$ cat src/rtl/calc2_dispatch_pkg.sv
// Shared types and constants for the CALC2 command dispatcher.
// Issue FSM states, response entries and the fixed CALC2 encodings live here.
package calc2_dispatch_pkg;

    localparam int RSP_ID_W   = 4;
    localparam int RSP_DATA_W = 32;
    localparam int TAG_W      = 2;

    localparam logic [1:0] RESP_TIMEOUT = 2'd3;
    localparam logic [3:0] CMD_NOP      = 4'd0;

    typedef enum logic [1:0] {
        IDLE,
        ISSUE1,
        ISSUE2
    } issue_state_e;

    typedef struct packed {
        logic [RSP_ID_W-1:0]   id;
        logic [1:0]            resp;
        logic [RSP_DATA_W-1:0] data;
    } rsp_t;

    // The tag rides along so the drain side knows which table entry to free.
    typedef struct packed {
        logic [TAG_W-1:0] tag;
        rsp_t             rsp;
    } rsp_ent_t;

endpackage

$ cat src/rtl/calc2_rsp_fifo.sv
// Per-port synchronous FIFO of response entries awaiting upstream delivery.
module calc2_rsp_fifo
    import calc2_dispatch_pkg::*;
#(
    parameter int DEPTH = 4
) (
    input  logic                         c_clk,
    input  logic                         reset,
    input  logic                         push,
    input  rsp_ent_t                     push_data,
    input  logic                         pop,
    output rsp_ent_t                     head,
    output logic                         empty,
    output logic [$clog2(DEPTH+1)-1:0]   count
);

    localparam int PTR_W = (DEPTH > 1) ? $clog2(DEPTH) : 1;
    localparam int CNT_W = $clog2(DEPTH + 1);

    rsp_ent_t         mem [DEPTH];
    logic [PTR_W-1:0] wr_ptr;
    logic [PTR_W-1:0] rd_ptr;

    always_ff @(posedge c_clk or negedge reset) begin
        if (!reset) begin
            wr_ptr <= '0;
            rd_ptr <= '0;
            count  <= '0;
            for (int unsigned i = 0; i < DEPTH; i++) mem[i] <= '0;
        end else begin
            if (push) begin
                mem[wr_ptr] <= push_data;
                wr_ptr      <= (wr_ptr == PTR_W'(DEPTH - 1)) ? '0 : wr_ptr + PTR_W'(1);
            end
            if (pop) rd_ptr <= (rd_ptr == PTR_W'(DEPTH - 1)) ? '0 : rd_ptr + PTR_W'(1);
            count <= count + CNT_W'(push) - CNT_W'(pop);
        end
    end

    assign head  = mem[rd_ptr];
    assign empty = (count == '0);

endmodule

$ cat src/rtl/calc2_dispatch.sv
// Round-robin dispatcher from one ID-tagged command stream onto the four CALC2 ports.
// Optional per-tag watchdog: define CALC2_DISPATCH_TIMEOUT_EN.
module calc2_dispatch
    import calc2_dispatch_pkg::*;
#(
    parameter int NUM_PORTS     = 4,
    parameter int TAGS_PER_PORT = 4,
    parameter int DATA_W        = RSP_DATA_W,
    parameter int ID_W          = RSP_ID_W,
    parameter int TIMEOUT_CYC   = 255
) (
    input  logic                        c_clk,
    input  logic                        reset,
    input  logic                        in_valid,
    output logic                        in_ready,
    input  logic [3:0]                  in_cmd,
    input  logic [DATA_W-1:0]           in_op1,
    input  logic [DATA_W-1:0]           in_op2,
    input  logic [ID_W-1:0]             in_id,
    output logic [NUM_PORTS*4-1:0]      req_cmd_in,
    output logic [NUM_PORTS*DATA_W-1:0] req_data_in,
    output logic [NUM_PORTS*2-1:0]      req_tag_in,
    input  logic [NUM_PORTS*2-1:0]      out_resp,
    input  logic [NUM_PORTS*DATA_W-1:0] out_data,
    input  logic [NUM_PORTS*2-1:0]      out_tag,
    output logic                        rsp_valid,
    input  logic                        rsp_ready,
    output logic [ID_W-1:0]             rsp_id,
    output logic [1:0]                  rsp_resp,
    output logic [DATA_W-1:0]           rsp_data,
    output logic                        err_spurious
);

    localparam int PORT_W = $clog2(NUM_PORTS);
    localparam int FCNT_W = $clog2(TAGS_PER_PORT + 1);

    if (TAGS_PER_PORT != 4 || NUM_PORTS < 2 || TIMEOUT_CYC < 1) begin : g_cfg_check
        $error("calc2_dispatch: unsupported parameter set");
    end

    function automatic logic [PORT_W-1:0] rr_idx(input logic [PORT_W-1:0] base, input int unsigned off);
        return PORT_W'((32'(base) + off) % 32'(NUM_PORTS));
    endfunction

    issue_state_e state, state_nx;
    logic                     run;
    logic [PORT_W-1:0]        iss_rr, port_q, alloc_port;
    logic [TAG_W-1:0]         tag_q, alloc_tag;
    logic [3:0]               cmd_q;
    logic [DATA_W-1:0]        op1_q, op2_q;
    logic                     alloc_ok, accept;

    logic [NUM_PORTS-1:0][TAGS_PER_PORT-1:0] busy, pend;
    logic [ID_W-1:0]          id_tab [NUM_PORTS][TAGS_PER_PORT];

    logic [NUM_PORTS-1:0]     cap_push, spur, fifo_pop, fifo_empty;
    rsp_ent_t                 push_ent [NUM_PORTS];
    rsp_ent_t                 fifo_head [NUM_PORTS];
    logic [FCNT_W-1:0]        fifo_cnt [NUM_PORTS];

    logic [PORT_W-1:0]        drn_rr, rr_sel, sel, sel_q;
    logic                     rr_any, hold, drain;

    always_comb begin
        alloc_ok   = 1'b0;
        alloc_port = '0;
        alloc_tag  = '0;
        for (int unsigned i = 0; i < NUM_PORTS; i++) begin
            if (!alloc_ok && !(&busy[rr_idx(iss_rr, i)])) begin
                alloc_ok   = 1'b1;
                alloc_port = rr_idx(iss_rr, i);
            end
        end
        for (int unsigned t = TAGS_PER_PORT; t > 0; t--) begin
            if (!busy[alloc_port][t-1]) alloc_tag = TAG_W'(t - 1);
        end
    end

    // run holds in_ready low until the first edge after reset release.
    assign in_ready = run && alloc_ok && (state != ISSUE1);
    assign accept   = in_valid && in_ready;

    always_comb begin
        state_nx    = state;
        req_cmd_in  = '0;
        req_data_in = '0;
        req_tag_in  = '0;
        case (state)
            IDLE: if (accept) state_nx = ISSUE1;
            ISSUE1: begin
                state_nx = ISSUE2;
                req_cmd_in[int'(port_q)*4 +: 4]           = cmd_q;
                req_data_in[int'(port_q)*DATA_W +: DATA_W] = op1_q;
                req_tag_in[int'(port_q)*2 +: 2]           = tag_q;
            end
            ISSUE2: begin
                state_nx = accept ? ISSUE1 : IDLE;
                req_cmd_in[int'(port_q)*4 +: 4]           = CMD_NOP;
                req_data_in[int'(port_q)*DATA_W +: DATA_W] = op2_q;
                req_tag_in[int'(port_q)*2 +: 2]           = tag_q;
            end
            default: state_nx = IDLE;
        endcase
    end

    always_ff @(posedge c_clk or negedge reset) begin
        if (!reset) begin
            state  <= IDLE;
            run    <= 1'b0;
            iss_rr <= '0;
            port_q <= '0;
            tag_q  <= '0;
            cmd_q  <= '0;
            op1_q  <= '0;
            op2_q  <= '0;
        end else begin
            state <= state_nx;
            run   <= 1'b1;
            if (accept) begin
                port_q <= alloc_port;
                tag_q  <= alloc_tag;
                cmd_q  <= in_cmd;
                op1_q  <= in_op1;
                op2_q  <= in_op2;
                iss_rr <= rr_idx(alloc_port, 1);
            end
        end
    end

`ifdef CALC2_DISPATCH_TIMEOUT_EN
    localparam int CNT_W = $clog2(TIMEOUT_CYC + 1);
    logic [CNT_W-1:0]  to_cnt [NUM_PORTS][TAGS_PER_PORT];
    logic [NUM_PORTS-1:0] to_hit;
    logic [TAG_W-1:0]  to_tag [NUM_PORTS];
`endif

    // pend marks tags still owed a response; busy stays set until the drain.
    always_comb begin
        for (int unsigned p = 0; p < NUM_PORTS; p++) begin
            cap_push[p] = 1'b0;
            spur[p]     = 1'b0;
            push_ent[p] = '0;
            if (out_resp[p*2 +: 2] != 2'd0) begin
                if (pend[p][out_tag[p*2 +: 2]]) begin
                    cap_push[p]          = 1'b1;
                    push_ent[p].tag      = out_tag[p*2 +: 2];
                    push_ent[p].rsp.id   = id_tab[p][out_tag[p*2 +: 2]];
                    push_ent[p].rsp.resp = out_resp[p*2 +: 2];
                    push_ent[p].rsp.data = out_data[p*DATA_W +: DATA_W];
                end else begin
                    spur[p] = 1'b1;
                end
            end
`ifdef CALC2_DISPATCH_TIMEOUT_EN
            to_hit[p] = 1'b0;
            to_tag[p] = '0;
            for (int unsigned t = TAGS_PER_PORT; t > 0; t--) begin
                if (pend[p][t-1] && to_cnt[p][t-1] == CNT_W'(TIMEOUT_CYC)) begin
                    to_hit[p] = 1'b1;
                    to_tag[p] = TAG_W'(t - 1);
                end
            end
            // A real response takes the FIFO write port; the expired tag retries next cycle.
            if (!cap_push[p] && to_hit[p]) begin
                cap_push[p]          = 1'b1;
                push_ent[p].tag      = to_tag[p];
                push_ent[p].rsp.id   = id_tab[p][to_tag[p]];
                push_ent[p].rsp.resp = RESP_TIMEOUT;
                push_ent[p].rsp.data = '0;
            end
`endif
        end
    end

`ifdef CALC2_DISPATCH_TIMEOUT_EN
    always_ff @(posedge c_clk or negedge reset) begin
        if (!reset) begin
            for (int unsigned p = 0; p < NUM_PORTS; p++)
                for (int unsigned t = 0; t < TAGS_PER_PORT; t++) to_cnt[p][t] <= '0;
        end else begin
            for (int unsigned p = 0; p < NUM_PORTS; p++) begin
                for (int unsigned t = 0; t < TAGS_PER_PORT; t++) begin
                    if (accept && alloc_port == PORT_W'(p) && alloc_tag == TAG_W'(t))
                        to_cnt[p][t] <= '0;
                    else if (pend[p][t] && to_cnt[p][t] != CNT_W'(TIMEOUT_CYC))
                        to_cnt[p][t] <= to_cnt[p][t] + CNT_W'(1);
                end
            end
        end
    end
`endif

    always_ff @(posedge c_clk or negedge reset) begin
        if (!reset) begin
            busy         <= '0;
            pend         <= '0;
            err_spurious <= 1'b0;
            for (int unsigned p = 0; p < NUM_PORTS; p++)
                for (int unsigned t = 0; t < TAGS_PER_PORT; t++) id_tab[p][t] <= '0;
        end else begin
            if (|spur) err_spurious <= 1'b1;
            for (int unsigned p = 0; p < NUM_PORTS; p++)
                if (cap_push[p]) pend[p][push_ent[p].tag] <= 1'b0;
            if (drain) busy[sel][fifo_head[sel].tag] <= 1'b0;
            if (accept) begin
                busy[alloc_port][alloc_tag]   <= 1'b1;
                pend[alloc_port][alloc_tag]   <= 1'b1;
                id_tab[alloc_port][alloc_tag] <= in_id;
            end
        end
    end

    for (genvar p = 0; p < NUM_PORTS; p++) begin : g_port
        calc2_rsp_fifo #(.DEPTH(TAGS_PER_PORT)) u_fifo (
            .c_clk     (c_clk),
            .reset     (reset),
            .push      (cap_push[p]),
            .push_data (push_ent[p]),
            .pop       (fifo_pop[p]),
            .head      (fifo_head[p]),
            .empty     (fifo_empty[p]),
            .count     (fifo_cnt[p])
        );

        assert property (@(posedge c_clk) disable iff (!reset)
            !(cap_push[p] && !fifo_pop[p] && fifo_cnt[p] == FCNT_W'(TAGS_PER_PORT)));
    end

    // A stalled response locks its port so a newly filled FIFO cannot swap the payload.
    always_comb begin
        rr_any = 1'b0;
        rr_sel = '0;
        for (int unsigned i = 0; i < NUM_PORTS; i++) begin
            if (!rr_any && !fifo_empty[rr_idx(drn_rr, i)]) begin
                rr_any = 1'b1;
                rr_sel = rr_idx(drn_rr, i);
            end
        end
        sel       = hold ? sel_q : rr_sel;
        rsp_valid = hold || rr_any;
        rsp_id    = '0;
        rsp_resp  = '0;
        rsp_data  = '0;
        if (rsp_valid) begin
            rsp_id   = fifo_head[sel].rsp.id;
            rsp_resp = fifo_head[sel].rsp.resp;
            rsp_data = fifo_head[sel].rsp.data;
        end
        for (int unsigned p = 0; p < NUM_PORTS; p++)
            fifo_pop[p] = rsp_valid && rsp_ready && (sel == PORT_W'(p));
    end

    assign drain = rsp_valid && rsp_ready;

    always_ff @(posedge c_clk or negedge reset) begin
        if (!reset) begin
            drn_rr <= '0;
            hold   <= 1'b0;
            sel_q  <= '0;
        end else begin
            hold  <= rsp_valid && !rsp_ready;
            sel_q <= sel;
            if (drain) drn_rr <= rr_idx(sel, 1);
        end
    end

endmodule

$ cat config.mk
export PLATFORM = sky130hd
export DESIGN_NAME = calc2_dispatch
export DESIGN_NICKNAME = d
export VERILOG_FILES = /design/src/rtl/calc2_dispatch_pkg.sv /design/src/rtl/calc2_rsp_fifo.sv /design/src/rtl/calc2_dispatch.sv
export SDC_FILE = /design/constraint.sdc
export NUM_CORES = 1
export LEC_CHECK = 0
export CAP_MARGIN = 5
export CELL_PAD_IN_SITES_DETAIL_PLACEMENT = 0
export CELL_PAD_IN_SITES_GLOBAL_PLACEMENT = 1
export CORE_AREA = 4 4 202 400
export CTS_CLUSTER_SIZE = 16
export DETAILED_ROUTE_END_ITERATION = 8
export DIE_AREA = 0 0 206 404
export PLACE_DENSITY_LB_ADDON = 0.1
export SLEW_MARGIN = 10
export SYNTH_ARGS = -nofsm -noshare
export SYNTH_HDL_FRONTEND = slang
export SYNTH_SLANG_ARGS = --single-unit
$ cat constraint.sdc
create_clock -name c_clk -period 10.4 [get_ports c_clk]
set_clock_uncertainty 0.15 [all_clocks]
set_input_delay 1.56 -clock c_clk [delete_from_list [all_inputs] [get_ports c_clk]]
set_output_delay 1.56 -clock c_clk [all_outputs]
set_load 0.01 [all_outputs]
==> metrics.cfg <==
[yosys]
synth_edf_count=0
synth_flop_cell=dfrtp_1
synth_top_area_cell=dfrtp_1
syn_avg_cell_area_um2=13.6
yosysWarnings=0
async_flop_share=1.00
yosysTopAreaCellShare=0.538
syn_area_mm2=0.0394
muxShareOfSynthArea=0.311
yosys_register_bits=847
synth_xor_area_frac=0.00200
synth_cell_types=63
synthAdderAreaFrac=0.0151
synth_top_family_by_area=multiplexers
synthTopCellsByArea=dfrtp_1 (54%), mux2_2 (19%), mux4_2 (10%), nand2_1 (3.6%), mux2i_1 (1.8%)
synth-simple-area-share=0.0738
netlist_instances=2900
synth_compound_area_frac=0.0358
synth-seq-area-share=0.538
syn_nets=3165

[place]
hpwl_um=77000
dp_slack_ns=4.65
routabilityCongestion=0.835
portBuffers=412

[power_and_ir_drop]
p_sw_w=0.00502
leakage_nw=20.8
intPower_w=0.00953
switching_share=0.345
pwr-share-comb=0.408
power.density_mw_per_mm2=309
pwr-share-clk=0.206
p_seq_frac=0.386
peakVddDrop_uv=222

[timing]
tns_ns=0
worstMarginPinSlew_ns=1.15
worst_slack_ns=4.04
fmax_ghz=0.157
rsz0062_at_grt=false
maxSlewViolCount=0
finalCritPeriodShare=0.611
finalHoldViolations=0
finalSetupViolations=0
timing.final.crit_period_ns=6.36
maxSlewHeadroom=0.231

[worst_hold_path]
hold_class=reg -> reg
min_to=op1_q[17]$_DFFE_PN0N_
min_from=op1_q[17]$_DFFE_PN0N_
hold_depth=2

[grt]
grt_max_degree=108
grt_pass1_wl_um=167000
grt_pass1_vias=27472
grt_overflow=0
grt_antenna_before_repair=26
grt.total_usage=0.263

[status]
outcome=completed

[die]
row_count=145
start_util=0.505
core_area_mm2=0.0780
die_x_um=206
die_area_mm2=0.0832
ios=413
die_h_um=404

[critical_path]
cp_num_buf_inv=3
cp_common_cell=a211oi_1
crit_chain=nor3_1, o221ai_1, o21a_1, o31a_2, clkinv_2, buf_4, and2_1, a211oi_1, a211oi_1, clkdlybuf4s50_1
r2r_cells=14
crit_family=buffers and inverters
slowest_delay_ns=0.62
cp_data_arrival_time_ns=4.65
cp-end-kind=output pin
cp_num_cells=10
r2r_slack_ns=5.45
worstPathRequired_ns=8.69
crit_path_max_fanout=44
reg2reg_to=g_port[0].u_fifo.count[2]$_DFF_PN0_
setup.worst_path.start_class=flip-flop
crit_slowest_cell=buf_4
worstReg2RegStart=g_port[3].u_fifo.count[1]$_DFF_PN0_
critPathKind=reg -> out

[route]
ant_nets=0
wl_per_cell_um=24.8
wirelength_um=108000
drt_first_pass_iters=7
via_count=24984
drtIter0Drc=1176
vias_per_cell=5.73
drc=0

[finish]
final_common_cell=dfrtp_1
area_growth_pct=19.6
fin_util=0.604
layout_common_cells=dfrtp_1 (840), mux2_2 (658), clkdlybuf4s50_1 (411)
drive_gt1_frac=0.320
regArea_mm2=0.0212
layout.nets=3523
multi_input_area_mm2=0.0173
nFillCells=6153

[clocking]
root_buffer=clkbuf_16
clk_pin_slew_worst_paths_ns=0.06
cts_resized=0
clk_latency_ns=0.66
cts.sinks=847
hold_buffers=0
clockBufferDepth=3
htree_levels=3
cts_buffers=77
cts_setup_buffers=0
tritoncts=built

[job]
drv_cap=0

==> metal layers <==
metal	vias to the layer above	global-route usage	wire length [um]
li1	11049	-	-
met1	13078	0.318	41100
met2	649	0.448	55200
met3	192	0.0661	7150
met4	16	0.113	4760
met5	-	0	109
==> cells in the mapped netlist (all sizes together), types with 21 or more instances <==
| library cell | number |
|---|---|
| a21oi | 29 |
| mux2 | 666 |
| and2 | 47 |
| inv | 42 |
| nor2 | 178 |
| buf | 71 |
| nand2 | 378 |
| a211oi | 77 |
| clkbuf | 107 |
| ha | 41 |
| dfrtp | 847 |
| mux4 | 180 |
| mux2i | 70 |
| o21ai | 44 |
| a21o | 21 |
==> stage by stage <==
step           area [um2]  hold slack, ns  total power (W)  std cells
2_1_floorplan       39400           0.290          0.00940       2900
4_1_cts             47000           0.325           0.0147       4347
5_1_grt             47100           0.342           0.0154       4353
3_5_place_dp        44400           0.309           0.0117       4208
6_report            47100           0.323           0.0145       4362
3_3_place_gp        44400           0.304           0.0113       4208
==> cell type report <==
type                            count  share of cell area
Inverter                           42             0.00343
Multi-Input combinational cell   1833               0.367
Clock buffer                      106              0.0470
Clock inverter                     33             0.00909
Timing Repair Buffer              457              0.0949
Tap cell                         1029              0.0273
Antenna cell                       15            0.000797
Sequential cell                   847               0.450
==> flip-flops by register name (all words and copies together) (netlist names), 4 cells and up <==
name	flops
g_port.u_fifo.wr_ptr	8
op2_q	32
pend	16
op1_q	32
cmd_q	4
g_port.u_fifo.count	12
g_port.u_fifo.rd_ptr	8
busy	16
id_tab	64
g_port.u_fifo.mem	640
==> cells by family (layout without fill, tap and decap cells) <==
family | count (synthesis) | after routing
AO/OA/AOI/OAI | 199 | 199
XOR/XNOR | 9 | 9
adder cells (fa/ha/maj) | 45 | 45
buffers and inverters | 220 | 638
flip-flops | 847 | 847
multiplexers | 916 | 916
other | 1 | 16
AND/OR/NAND/NOR | 663 | 663
==> power groups by stage <==
stage | Combinational [W] | Clock (W) | Sequential [W]
2_1_floorplan | 0.00411 | 0 | 0.00529
3_3_place_gp | 0.00582 | 0 | 0.00551
3_5_place_dp | 0.00598 | 0 | 0.00568
4_1_cts | 0.00601 | 0.00306 | 0.00562
5_1_grt | 0.00640 | 0.00320 | 0.00578
6_report | 0.00594 | 0.00299 | 0.00561
==> how the worst max path moves through the flow <==
stage	from	to	slack (ns)
finish	g_port[2].u_fifo.count[1]$_DFF_PN0_	rsp_id[2]	4.04
global route	g_port[2].u_fifo.count[1]$_DFF_PN0_	rsp_resp[1]	3.71
CTS	g_port[2].u_fifo.count[1]$_DFF_PN0_	rsp_resp[1]	3.91
floorplan	out_tag[2]	g_port[1].u_fifo.count[2]$_DFF_PN0_	6.16
global placement	g_port[2].u_fifo.count[1]$_DFF_PN0_	rsp_resp[1]	4.65
detailed placement	g_port[2].u_fifo.count[1]$_DFF_PN0_	rsp_resp[1]	4.65
==> worst reg2reg max path, delay by kind of cell (launching register included) <==
| kind | cells | cell delay [ns] |
|---|---|---|
| compound gates | 3 | 0.54 |
| xor+xnor | 2 | 0.34 |
| fa+ha+maj | 3 | 0.85 |
| buf+inv | 4 | 1.35 |
| flops | 1 | 0.43 |
| simple gates | 2 | 1.21 |
(Power assumes the default switching activity.)
==> edit 1 (same flow settings) <==
Set the package constant `RSP_ID_W` to 6 (it was 4).
--- a/src/rtl/calc2_dispatch_pkg.sv
+++ b/src/rtl/calc2_dispatch_pkg.sv
@@ -3,5 +3,5 @@
 package calc2_dispatch_pkg;
 
-    localparam int RSP_ID_W   = 4;
+    localparam int RSP_ID_W   = 6;
     localparam int RSP_DATA_W = 32;
     localparam int TAG_W      = 2;
Ports: changed (resized in_id and rsp_id); port bits go from 413 to 417. No check against the original RTL was run, so the function may have changed too.
==> edit 1 against the unedited design <==
- sequential cell count rose by 64
- setup slack worse by 0.41 ns
- largest cell class unchanged
- largest power group unchanged
- via count grew 7.1%
- core utilization is 3.7 points higher
- critical path depth is 1 higher
- non-clock buffer count decreased by 1
- first-iteration DRC count grew 43%
- synthesized area grew 7.1%
- final cell count rose by 3.6%
- routed wire length rose by 14%
- combinational power rose by 12%
- power up 9.0%
- cell area rose by 6.2%
==> edit 1: results (changes against the unedited design) <==
================================================================================
Number of antenna violations at the first check in global routing .           19   -27%
First drt pass iteration count ....................................            5   -2
M1 GR Usage .......................................................        33.4%   +1.6 points
DR iter-0 viols ...................................................         1686   +43%
Syn_nets ..........................................................         3332   +5.3%
Routed wirelength normalized by instance count ....................      27.4 um   +10%
Pre-CTS setup slack ...............................................      4.40 ns   -0.259 ns
List of most frequent post-synthesis cells ........................ sky130_fd_sc_hd__dfrtp_1 (911), sky130_fd_sc_hd__mux2_2 (722), sky130_fd_sc_hd__nand2_1 (373)
Crit path largest cell delay ......................................      0.77 ns   +0.15 ns
Maximum number of pins on one net before global-route repair ......          185   +71%
Share of the yosys chip area belonging to registers ...............        54.1%   +0.23 points
Detailed-placement wirelength estimate ............................     90100 um   +17%
Result of the run ................................................. finished clean
Total global routing track utilization ............................        30.1%   +3.8 points
Crit-path max FO ..................................................           82   +86%
Critical Path AT ..................................................      5.06 ns   +0.41 ns
Synth unique cells ................................................           68   +7.9%
Overall via count from detail_route ...............................        26700   +7.1%
Start point of the worst min-delay path ........................... op1_q[8]$_DFFE_PN0N_
Setup slack, reg-to-reg ...........................................      5.80 ns   +0.35 ns
Routing usage on met3 .............................................        6.49%   -0.11 points
Endpoint of the worst hold-timing path ............................ op1_q[8]$_DFFE_PN0N_
Number of global-route vias before repair .........................        29200   +6.2%
Max frequency .....................................................      148 MHz   -6.1%
Met2 capacity usage during global routing .........................        51.8%   +7.1 points
R2R depth .........................................................           13   -1
Internal power ....................................................      10.2 mW   +7.0%
Share of post-route cells with drive strength above 1 .............        32.9%   +0.94 points
Maximum vdd ir drop ...............................................     0.240 mV   +7.8%
Leakage power figure ..............................................      22.2 nW   +6.6%
Inserted Clock Buffers ............................................           81   +5.2%
================================================================================
==> edit 1: stage by stage <==
stage	cells	power, mW	utilization [%]	hold slack [ns]	instance area [um^2]
floorplan	3065	10.1	-	0.290	42200
global placement	4359	12.5	60.5	0.302	47200
detailed placement	4359	12.9	60.5	0.312	47200
CTS	4504	16.0	64.0	0.328	50000
global route	4508	16.7	64.1	0.341	50000
finish	4518	15.9	64.1	0.322	50000
==> edit 1: logic make-up (layout without fill, tap and decap cells) <==
logic type                 after synthesis  count (layout)  share of synthesized area (%)
AOI/OAI and AO/OA                      196             196                           3.32
xor gates and xnor gates                 9               9                          0.187
buffers and inverters                  235             645                           2.34
DFF                                    911             911                           54.1
adders and majority gates               45              45                           1.41
other                                    1              15                        0.00889
muxes                                  997             997                           31.6
and+or+nand+nor                        671             671                           7.04
==> edit 1: layout make-up <==
| cell class | count | share of cell area [%] |
|---|---|---|
| Antenna cell | 14 | 0.0701 |
| Multi-Input combinational cell | 1919 | 36.9 |
| Tap cell | 1029 | 2.57 |
| Inverter | 44 | 0.338 |
| Clock buffer | 124 | 4.95 |
| Clock inverter | 21 | 0.525 |
| Sequential cell | 911 | 45.6 |
| Timing Repair Buffer | 456 | 9.04 |
==> edit 1: worst max-delay path by stage <==
stage                                             start                                  end
finish              g_port[0].u_fifo.count[1]$_DFF_PN0_                         rsp_data[30]
global route        g_port[0].u_fifo.count[1]$_DFF_PN0_                         rsp_data[30]
CTS                 g_port[0].u_fifo.count[1]$_DFF_PN0_                         rsp_data[30]
detailed placement  g_port[0].u_fifo.count[1]$_DFF_PN0_                         rsp_data[21]
global placement    g_port[0].u_fifo.count[1]$_DFF_PN0_                         rsp_data[30]
floorplan                                    out_tag[2]  g_port[1].u_fifo.count[2]$_DFF_PN0_
==> edit 1: power by group through the flow <==
stage          registers (mW)  clock network (mW)  logic, mW
2_1_floorplan            5.70                   0       4.40
3_3_place_gp             5.95                   0       6.58
3_5_place_dp             6.13                   0       6.74
4_1_cts                  6.07                3.18       6.78
5_1_grt                  6.24                3.33       7.12
6_report                 6.06                3.12       6.68
==> edit 1: worst reg2reg max path: cells and delay by family (launching register included) <==
| kind | cells | cell delay (ns) |
|---|---|---|
| buf+inv | 3 | 0.38 |
| xor+xnor | 2 | 0.32 |
| fa+ha+maj | 3 | 0.77 |
| compound gates | 2 | 1.02 |
| flops | 1 | 0.42 |
| simple gates | 3 | 1.47 |
==> edit 1: layer usage <==
| metal | up-vias | wire, um | share of wire [%] |
|---|---|---|---|
| met5 | - | 86 | 0.069 |
| met4 | 12 | 9670 | 7.8 |
| met3 | 241 | 7490 | 6.0 |
| met2 | 804 | 63700 | 51 |
| met1 | 14000 | 43000 | 35 |
| li1 | 11700 | - | - |
==> edit 2 (same settings) <==
Without the edit above. Put one more register stage on the output `err_spurious`. The value now appears one clock later. The other outputs are not delayed to match.
--- a/src/rtl/calc2_dispatch.sv
+++ b/src/rtl/calc2_dispatch.sv
@@ -35,4 +35,6 @@
     localparam int FCNT_W = $clog2(TAGS_PER_PORT + 1);
 
+    logic err_spurious_s0;
+
     if (TAGS_PER_PORT != 4 || NUM_PORTS < 2 || TIMEOUT_CYC < 1) begin : g_cfg_check
         $error("calc2_dispatch: unsupported parameter set");
@@ -195,9 +197,9 @@
             busy         <= '0;
             pend         <= '0;
-            err_spurious <= 1'b0;
+            err_spurious_s0 <= 1'b0;
             for (int unsigned p = 0; p < NUM_PORTS; p++)
                 for (int unsigned t = 0; t < TAGS_PER_PORT; t++) id_tab[p][t] <= '0;
         end else begin
-            if (|spur) err_spurious <= 1'b1;
+            if (|spur) err_spurious_s0 <= 1'b1;
             for (int unsigned p = 0; p < NUM_PORTS; p++)
                 if (cap_push[p]) pend[p][push_ent[p].tag] <= 1'b0;
@@ -265,4 +267,8 @@
     end
 
+    always_ff @(posedge c_clk) begin
+        err_spurious <= err_spurious_s0;
+    end
+
 endmodule
 
Function: not settled (the Yosys comparison gave no result); the edit may change what the design does.
==> edit 2 against the unedited design <==
- die area stayed put
- register-to-register slack improved by 0.15 ns
- sequential cell count rose by 1
- first-iteration DRC count rose by 0.94%
- cell area barely moved
- power down 0.44%
- setup slack gained 0.051 ns
- combinational power barely moved
- synthesized area hardly changed
- routed wire length shrank 0.78%
==> edit 2: results (changes against the unedited design) <==
================================================================================
Setup slack, reg-to-reg ...........................................      5.60 ns   +0.15 ns
Worst r2r dst ..................................................... g_port[3].u_fifo.count[2]$_DFF_PN0_
Area taken by flip-flops and latches ..............................   21200 um^2   +0.10%
Final hold slack ..................................................     0.221 ns   -0.102 ns
Repair and plain buffers ..........................................          456   -0.22%
Final weighted congestion in routability-driven placement .........        0.825   -1.3%
Detailed-placement wirelength estimate ............................     76600 um   -0.53%
Maximum number of pins on one net before global-route repair ......          178   +65%
Multi-input gate share of the layout cell area ....................        36.7%   about the same
Comb power frac ...................................................        41.1%   +0.3 points
Start point of the worst min-delay path ........................... err_spurious_s0$_DFFE_PN0P_
Biggest area contributors in the synthesized netlist .............. sky130_fd_sc_hd__dfrtp_1 (54%), sky130_fd_sc_hd__mux2_2 (19%), sky130_fd_sc_hd__mux4_2 (10%)
Leakage power figure ..............................................      20.8 nW   about the same
Clk tree area frac ................................................        5.55%   -0.059 points
Overall via count from detail_route ...............................        25000   -0.032%
Antenna Cells .....................................................            9   -6
Synth unique cells ................................................           64   +1.6%
Share of flip-flops with an asynchronous set or reset .............        99.9%   -0.12 points
Number of antenna violations at the first check in global routing .           19   -27%
Crit path largest cell delay ......................................      0.70 ns   +0.08 ns
Endpoint of the worst hold-timing path ............................ err_spurious$_DFF_P_
CP endpoint .......................................................  rsp_data[6]
Number of synthesized register bits ...............................          848   +0.12%
First drt pass iteration count ....................................            5   -2
Result of the run ................................................. finished clean
Worst path setup slack after routing ..............................      4.09 ns   +0.0508 ns
Layout clock buffers ..............................................          117   +10%
DR iter-0 viols ...................................................         1187   +0.94%
R2R depth .........................................................           12   -2
Maximum vdd ir drop ...............................................     0.185 mV   -17%
Crit-path max FO ..................................................           54   +23%
Detailed-route wire length ........................................    108000 um   -0.78%
Non-clock buffer area fraction after layout .......................        9.50%   +0.014 points
Global-route wire length before repair ............................    165000 um   -0.94%
Total global routing track utilization ............................        26.0%   -0.32 points
Post-route insts no fill ..........................................         4353   -0.21%
Number of global-route vias before repair .........................        27500   +0.095%
Share of the yosys chip area belonging to registers ...............        53.9%   about the same
================================================================================
[edit 2: cell types whose count changed after synthesis]
cell	change
sky130_fd_sc_hd__dfxtp_1	+1
[edit 2: cell families after synthesis]
| logic type | after synthesis | share of synthesized area [%] |
|---|---|---|
| compound gates | 199 | 3.58 |
| xor+xnor | 9 | 0.200 |
| fa+ha+maj | 45 | 1.51 |
| buf+inv | 220 | 2.37 |
| flops | 848 | 53.9 |
| mux | 916 | 31.1 |
| other cells | 1 | 0.00952 |
| simple gates | 663 | 7.38 |
[edit 2: routing by layer]
metal  routed length, um  vias to the layer above  part of all wire (%)  GRT usage (%)
met1               40600                    13100                    38           31.0
li1                    -                    11100                     -              -
met2               57200                      621                    53           46.3
met3                6310                      174                   5.9           5.68
met5                 100                        -                 0.093              0
met4                3360                       14                   3.1           9.24
